## config.mk

```make
export PLATFORM = sky130hd
export DESIGN_NAME = mem_access_stage
export DESIGN_NICKNAME = d
export VERILOG_FILES = /design/src/rtl/mem_stage_pkg.sv /design/src/rtl/mem_addr_check.sv /design/src/rtl/mem_access_stage.sv
export SDC_FILE = /design/constraint.sdc
export NUM_CORES = 1
export LEC_CHECK = 0
export CAP_MARGIN = 20
export CORE_ASPECT_RATIO = 0.5
export CORE_MARGIN = 2
export CORE_UTILIZATION = 34
export CTS_CLUSTER_DIAMETER = 50
export DETAILED_ROUTE_END_ITERATION = 12
export PLACE_DENSITY_LB_ADDON = 0.15
export SLEW_MARGIN = 20
export SYNTH_ARGS = -nofsm -noshare
export SYNTH_HDL_FRONTEND = slang
export SYNTH_SLANG_ARGS = --single-unit
```

## constraint.sdc

```tcl
create_clock -name clock -period 3.3 [get_ports clock]
set_input_delay 0.66 -clock clock [delete_from_list [all_inputs] [get_ports clock]]
set_output_delay 0.66 -clock clock [all_outputs]
set_load 0.005 [all_outputs]
```

## src/rtl/mem_stage_pkg.sv

```systemverilog
// Shared definitions for the MEM pipeline stage: FSM state encoding and
// default widths for the data path, memory address and register index.
package mem_stage_pkg;

  localparam int MEM_DATA_W     = 16;
  localparam int MEM_ADDR_W     = 16;
  localparam int MEM_REG_ADDR_W = 3;

  // IDLE accepts a new EX/MEM bundle; LOAD_CAP is the second cycle of a load,
  // in which the data_memory read data is captured into MEM/WB.
  typedef enum logic {
    IDLE     = 1'b0,
    LOAD_CAP = 1'b1
  } mem_state_e;

endpackage : mem_stage_pkg

```

## src/rtl/mem_addr_check.sv

```systemverilog
// Combinational range check of a data_memory address against the number of
// implemented words. Only built when MEM_ACCESS_BOUNDS_CHECK_EN is defined,
// because the MEM stage instantiates it only in that configuration.
`ifdef MEM_ACCESS_BOUNDS_CHECK_EN
module mem_addr_check #(
  parameter int ADDR_W   = 16,
  parameter int MEM_SIZE = 512
) (
  input  logic [ADDR_W-1:0] addr,
  output logic              in_range
);

  // Address is legal when it indexes an implemented word.
  assign in_range = (32'(addr) < 32'(MEM_SIZE));

endmodule : mem_addr_check
`endif

```

## src/rtl/mem_access_stage.sv

```systemverilog
// MEM stage of the 6-stage pipeline. Drives data_memory from the EX/MEM
// bundle, captures load data one cycle after issuing the read (stalling the
// upstream stages for that cycle), and registers the MEM/WB bundle.
// Optional feature: define MEM_ACCESS_BOUNDS_CHECK_EN to reject loads/stores
// whose address is at or beyond MEM_SIZE (raises mem_fault instead).
module mem_access_stage
  import mem_stage_pkg::*;
#(
  parameter int DATA_W     = MEM_DATA_W,
  parameter int ADDR_W     = MEM_ADDR_W,
  parameter int REG_ADDR_W = MEM_REG_ADDR_W,
  parameter int MEM_SIZE   = 512
) (
  input  logic                  clock,
  input  logic                  reset,
  input  logic                  ex_valid,
  input  logic [DATA_W-1:0]     ex_alu_result,
  input  logic [DATA_W-1:0]     ex_store_data,
  input  logic                  ex_mem_read,
  input  logic                  ex_mem_write,
  input  logic                  ex_reg_write,
  input  logic [REG_ADDR_W-1:0] ex_rd,
  output logic                  mem_stall,
  output logic [ADDR_W-1:0]     address,
  output logic                  read,
  output logic                  write,
  output logic [DATA_W-1:0]     data_bus_write,
  input  logic [DATA_W-1:0]     data_bus_read,
  output logic                  wb_valid,
  output logic                  wb_reg_write,
  output logic [REG_ADDR_W-1:0] wb_rd,
  output logic [DATA_W-1:0]     wb_data,
  output logic                  mem_fault
);

  mem_state_e            state_q, state_d;
  logic                  wb_valid_q, wb_valid_d;
  logic                  wb_reg_write_q, wb_reg_write_d;
  logic [REG_ADDR_W-1:0] wb_rd_q, wb_rd_d;
  logic [DATA_W-1:0]     wb_data_q, wb_data_d;
  logic                  mem_fault_q, mem_fault_d;

  logic is_load, is_store, is_illegal, is_mem_op;
  logic in_range, start_load, bad_access, in_idle;

  // Address and store data go straight through to data_memory.
  assign address        = ADDR_W'(ex_alu_result);
  assign data_bus_write = ex_store_data;

  assign is_load    = ex_mem_read & ~ex_mem_write;
  assign is_store   = ex_mem_write & ~ex_mem_read;
  assign is_illegal = ex_mem_read & ex_mem_write;
  assign is_mem_op  = ex_mem_read | ex_mem_write;
  assign in_idle    = (state_q == IDLE);

`ifdef MEM_ACCESS_BOUNDS_CHECK_EN
  mem_addr_check #(
    .ADDR_W   (ADDR_W),
    .MEM_SIZE (MEM_SIZE)
  ) u_addr_check (
    .addr     (address),
    .in_range (in_range)
  );
`else
  // Without the range check every address is treated as in range; this is
  // true for any meaningful (non-zero) memory size.
  assign in_range = (MEM_SIZE > 0);
`endif

  assign start_load = in_idle & ex_valid & is_load & in_range;
  assign bad_access = in_idle & ex_valid & (is_illegal | (is_mem_op & ~in_range));

  // State register: loads occupy IDLE (issue) then LOAD_CAP (capture).
  always_ff @(posedge clock or negedge reset) begin
    if (!reset) begin
      state_q <= IDLE;
    end else begin
      // NOTE: non-blocking assignments in clocked blocks so every flop samples
      // pre-edge values regardless of statement order.
      state_q <= state_d;
    end
  end

  // Next-state logic.
  always_comb begin
    // NOTE: default first so no path leaves state_d unassigned (no latch).
    state_d = state_q;
    case (state_q)
      IDLE:     if (start_load) state_d = LOAD_CAP;
      LOAD_CAP: state_d = IDLE;
      default:  state_d = IDLE;
    endcase
  end

  // Memory strobes and stall; all forced low while reset is asserted, which
  // also abandons an in-flight load immediately.
  always_comb begin
    read      = reset & (start_load | (state_q == LOAD_CAP));
    write     = reset & in_idle & ex_valid & is_store & in_range;
    mem_stall = reset & start_load;
  end

  // MEM/WB bundle and sticky fault: next values.
  always_comb begin
    wb_valid_d     = 1'b0;
    wb_reg_write_d = wb_reg_write_q;
    wb_rd_d        = wb_rd_q;
    wb_data_d      = wb_data_q;
    mem_fault_d    = mem_fault_q | bad_access;
    case (state_q)
      IDLE: begin
        if (ex_valid) begin
          if (bad_access) begin
            // Illegal or out-of-range access retires without a register write.
            wb_valid_d     = 1'b1;
            wb_reg_write_d = 1'b0;
            wb_rd_d        = ex_rd;
          end else if (is_load) begin
            // Bubble while the read is in flight.
            wb_valid_d = 1'b0;
          end else if (is_store) begin
            wb_valid_d     = 1'b1;
            wb_reg_write_d = 1'b0;
            wb_rd_d        = ex_rd;
          end else begin
            wb_valid_d     = 1'b1;
            wb_reg_write_d = ex_reg_write;
            wb_rd_d        = ex_rd;
            wb_data_d      = ex_alu_result;
          end
        end
      end
      LOAD_CAP: begin
        // EX/MEM is held by the stall, so ex_* still describe this load.
        wb_valid_d     = 1'b1;
        wb_reg_write_d = ex_reg_write;
        wb_rd_d        = ex_rd;
        wb_data_d      = data_bus_read;
      end
      default: ;
    endcase
  end

  // MEM/WB register and fault flag.
  always_ff @(posedge clock or negedge reset) begin
    if (!reset) begin
      wb_valid_q     <= 1'b0;
      wb_reg_write_q <= 1'b0;
      wb_rd_q        <= '0;
      wb_data_q      <= '0;
      mem_fault_q    <= 1'b0;
    end else begin
      wb_valid_q     <= wb_valid_d;
      wb_reg_write_q <= wb_reg_write_d;
      wb_rd_q        <= wb_rd_d;
      wb_data_q      <= wb_data_d;
      mem_fault_q    <= mem_fault_d;
    end
  end

  assign wb_valid     = wb_valid_q;
  assign wb_reg_write = wb_reg_write_q;
  assign wb_rd        = wb_rd_q;
  assign wb_data      = wb_data_q;
  assign mem_fault    = mem_fault_q;

endmodule : mem_access_stage
```

## Yosys cells after proc, flatten, opt, wreduce, memory -nomap -nowiden

Index checks and enable logic that the tools add are counted.

| word-level totals | value |
|---|---|
| register bits after elaboration | 23 |
| input bits | 57 |
| output and inout port bits | 57 |
| logic and storage cells | 49 |

| cells by class | value |
|---|---|
| equal/unequal tests | 5 |
| muxes and demuxes | 20 |
| bitwise operators | 16 |
| reduce and logical (&&, ||, !) cells | 2 |

Operator list:

| kind | number |
|---|---|
| two-way mux 16 bit | 4 |
| one-hot mux 16 bit (2 select lines) | 1 |
| bitwise AND 1 bit | 11 |
| two-way mux 3 bit | 3 |
| two-way mux 1 bit | 8 |
| != test 2 bit, second input constant | 4 |
| one-hot mux 1 bit (2 select lines) | 3 |
| one-hot mux 3 bit (2 select lines) | 1 |
| AND reduction 4 bit | 1 |
| != test 3 bit, second input constant | 1 |
| NOT 1 bit | 3 |
| OR 1 bit | 2 |
| AND reduction 2 bit | 1 |

## Logic depth before layout (Yosys ltp)

| depth | value |
|---|---|
| depth in word-level cells | 7 |
| gate-level depth with buffers | 4 |
| mapped depth without buffers | 3 |

## Worst setup path before layout

Ideal clock, no wire load.

| path | value |
|---|---|
| kind | input to output |
| start | input port ex_mem_write |
| end | output port mem_stall |
| arrival time | 1.248 ns |
| required time | 2.640 ns |
| setup slack | 1.392 ns |
| cell stages on the path | 3 |
| buffers on the path | 0 |
| cells stage by stage | nand2b_1 > nor3b_1 > and2_1 |

| on the way | value |
|---|---|
| longest elaborated chain between the ends | 4 |

RTL lines:

| what | line | RTL |
|---|---|---|
| from (decl) | mem_access_stage.sv:20 | `input logic ex_mem_write,` |
| NOT 1 bit | mem_access_stage.sv:50 | `assign is_load = ex_mem_read & ~ex_mem_write;` |
| bitwise AND 1 bit | mem_access_stage.sv:50 |  |
| bitwise AND 1 bit | mem_access_stage.sv:70 | `assign start_load = in_idle & ex_valid & is_load & in_range;` |
| bitwise AND 1 bit | mem_access_stage.sv:100 | `mem_stall = reset & start_load;` |
| to (decl) | mem_access_stage.sv:23 | `output logic mem_stall,` |

Every way passes these cells.

## Final worst setup path

| path | value |
|---|---|
| start | input port ex_mem_write |
| end | output port read |

| on the way | value |
|---|---|
| longest elaborated chain between the ends | 5 |

RTL lines:

| what | line | RTL |
|---|---|---|
| NOT 1 bit | mem_access_stage.sv:50 |  |
| bitwise AND 1 bit | mem_access_stage.sv:50 |  |
| bitwise AND 1 bit | mem_access_stage.sv:70 |  |
| OR 1 bit | mem_access_stage.sv:98 | `read = reset & (start_load \| (state_q == LOAD_CAP));` |
| bitwise AND 1 bit | mem_access_stage.sv:98 |  |
| to (decl) | mem_access_stage.sv:25 | `output logic read,` |

Every way passes these cells.

==> flow_metrics.env <==
export IMPL_cts_num_sinks=23
export IMPL_viasPerCell=4.39
export IMPL_initial_core_util_pct=37.1
export IMPL_grt_first_pass_wirelength_mm=4.03
export IMPL_cts_htree_levels=1
export IMPL_cts_root_buffer="clkbuf_8"
export IMPL_fin_area_um2=2010
export IMPL_min_to="wb_data[12]"
export IMPL_drv_slew=0
export IMPL_postCtsHoldBufs=0
export IMPL_cts_resized=0
export IMPL_final_cell_mix="clkdlybuf4s50_1 (81), mux2_2 (26), dfrtp_1 (23), mux2_1 (9)"
export IMPL_power_frac_clock_pct=22.1
export IMPL_swShare_pct=23.8
export IMPL_crit_fanout=3
export IMPL_timing_rr_end="wb_data[6]"
export IMPL_io_pins=114
export IMPL_rows=15
export IMPL_clock_fmax_mhz=340
export IMPL_hp_class="flip-flop to flip-flop"
export IMPL_p_int_uw=608
export IMPL_synth_warnings=0
export IMPL_place_gp_congestion=0.634
export IMPL_seq_area_frac_synth_pct=43.3
export IMPL_cts_setup_buffers=0
export IMPL_hp_start="wb_data[12]"
export IMPL_leakage_nw=0.794
export IMPL_worstMarginPinSlew_ps=567
export IMPL_grt_pass1_vias=846
export IMPL_p_sw_uw=190
export IMPL_first_pass_iters=2
export IMPL_die_h_um=48.2
export IMPL_slowest_stage="clkdlybuf4s50_1"
export IMPL_min_period_ps=2940
export IMPL_cpMostUsedCell="clkdlybuf4s50_1"
export IMPL_worst_r2r_cell_count=3
export IMPL_crit_type="primary input to output port"
export IMPL_max_cap_violations=0
export IMPL_fin_crit_sh_pct=89.1
export IMPL_finClkSkew_ps=6.98
export IMPL_p_seq_share_pct=44.7
export IMPL_placed_cell_area_um2=1960
export IMPL_syn_inst=107
export IMPL_grt_antenna_before_repair=0
export IMPL_cts_tree="yes"
export IMPL_finalSetupTns_ps=0
export IMPL_avgSynthCellArea_um2=12.4
export IMPL_start_kind="primary input"
export IMPL_p_per_area_nw_per_um2=398
export IMPL_crit_chain="clkdlybuf4s50_1, nand2b_1, nor3b_1, o21a_1, clkdlybuf4s50_1"
export IMPL_layout_cells_most_common="clkdlybuf4s50_1"
export IMPL_yosys_register_bits=23
export IMPL_die_width_um=92.5
export IMPL_antenna_cells=0
export IMPL_crit_path_end_kind="output port"
export IMPL_grt_max_degree=20
export IMPL_core_area_um2=3580
export IMPL_holdPathStages=1
export IMPL_dieArea_um2=4460
export IMPL_drt_iter0_drc=24
export IMPL_max_slew_margin_rel_pct=62.1
export IMPL_hpwl_mm=2.37
export IMPL_status="finished clean"
export IMPL_nets=217
export IMPL_wl_mm=2.90
export IMPL_reg2reg_from="state_q"
export IMPL_grt_use_total_pct=12.1
export IMPL_synth_nets=164
export IMPL_yosysUniqueCellTypes=17
export IMPL_irDropWorstVdd_mv=0.178
export IMPL_worstSkewPairLatency_ps=270
export IMPL_r2r_slack_ps=1600
export IMPL_ant_nets=0
export IMPL_rsz0062_at_grt="no"
export IMPL_clk_pin_slew_ps=90
export IMPL_worstPathRequired_ps=2640
export IMPL_port_buffers=81
export IMPL_clock_path_buffers=2
export IMPL_vias=921
export IMPL_critPathArrivalTime_ps=2280
export IMPL_netlist_area_um2=1330
export IMPL_drive_gt1_share_pct=21.4
export IMPL_finalHoldViolCount=0
export IMPL_cts_made_buffers=3
export IMPL_avgRoutedWirePerCell_um=13.8
export IMPL_grt_ovfl_total=0
export IMPL_drc=0
export IMPL_synthToLayoutAreaGrowth_pct=50.9
export IMPL_setup_viol=0
export IMPL_power_frac_comb_pct=33.1
export IMPL_cpPeakStageDelay_ps=510
==> critical path, delay by kind of cell <==
family,cells,cell delay (ps)
compound gates,1,160
buf+inv,2,950
simple gates,2,510
==> power groups by stage <==
stage	Combinational [mW]	Clock [mW]	Sequential, mW
global route	0.284	0.195	0.364
CTS	0.270	0.186	0.358
global placement	0.267	0	0.361
floorplan	0.102	0	0.365
finish	0.264	0.177	0.357
detailed placement	0.269	0	0.362
==> sequential cells by signal, indices dropped and copies added, names as in the netlist <==
register	count
wb_reg_write	1
mem_fault	1
wb_rd	3
state_q	1
wb_data	16
wb_valid	1
==> layer usage <==
layer | vias to the layer above | routed length (um) | part of all wire, % | GRT usage [%]
li1 | 437 | - | - | -
met3 | 6 | 249 | 8.6 | 4.33
met1 | 436 | 1090 | 38 | 13.9
met5 | - | 0 | 0 | 0
met2 | 42 | 1530 | 53 | 22.0
met4 | 0 | 21 | 0.73 | 4.78
==> synthesized netlist by cell type, drive strengths merged <==
cell type   n  area share, %
mux2       35             30
nand3b      1           0.56
a21oi       2            1.9
and2        1           0.47
buf        35             20
inv         3           0.85
o2bb2ai     1           0.66
nor3b       2            1.1
dfrtp      23             43
nor2        1           0.28
o21a        1           0.56
o21bai      1           0.56
nand2b      1           0.47
==> through the flow <==
step | cells | utilization (%) | power (mW) | setup WS, ps | hold slack [ps]
floorplan | 107 | - | 0.468 | 1390 | 364
global placement | 206 | 54.6 | 0.628 | 398 | 476
detailed placement | 206 | 54.6 | 0.632 | 349 | 480
CTS | 210 | 56.0 | 0.813 | 342 | 501
global route | 210 | 56.0 | 0.843 | 285 | 510
finish | 210 | 56.0 | 0.798 | 360 | 496
==> final cells by class <==
class                      instances  area, um2
sequential                        23        576
clock buffer                       3       41.3
tap                               51       63.8
clock inverter                     1       7.51
fill                             305       1580
inverter                           3       11.3
multi-input combinational         46        482
timing repair buffer              83        826
==> worst max-delay path by stage <==
stage | startpoint | to | slack [ps] | cells past startpoint
floorplan | ex_mem_write | mem_stall | 1390 | 3
global placement | ex_mem_read | mem_stall | 400 | 5
detailed placement | ex_mem_read | read | 350 | 5
CTS | ex_mem_write | read | 340 | 5
global route | ex_mem_read | mem_stall | 290 | 5
finish | ex_mem_write | read | 360 | 5
==> logic make-up after synthesis <==
kind of cell / Yosys count / synth area share, %
and+or+nand+nor: 6 / 2.92
DFF: 23 / 43.3
AOI/OAI and AO/OA: 5 / 3.67
buffers and inverters: 38 / 20.5
muxes: 35 / 29.6
(Power assumes the default switching activity.)
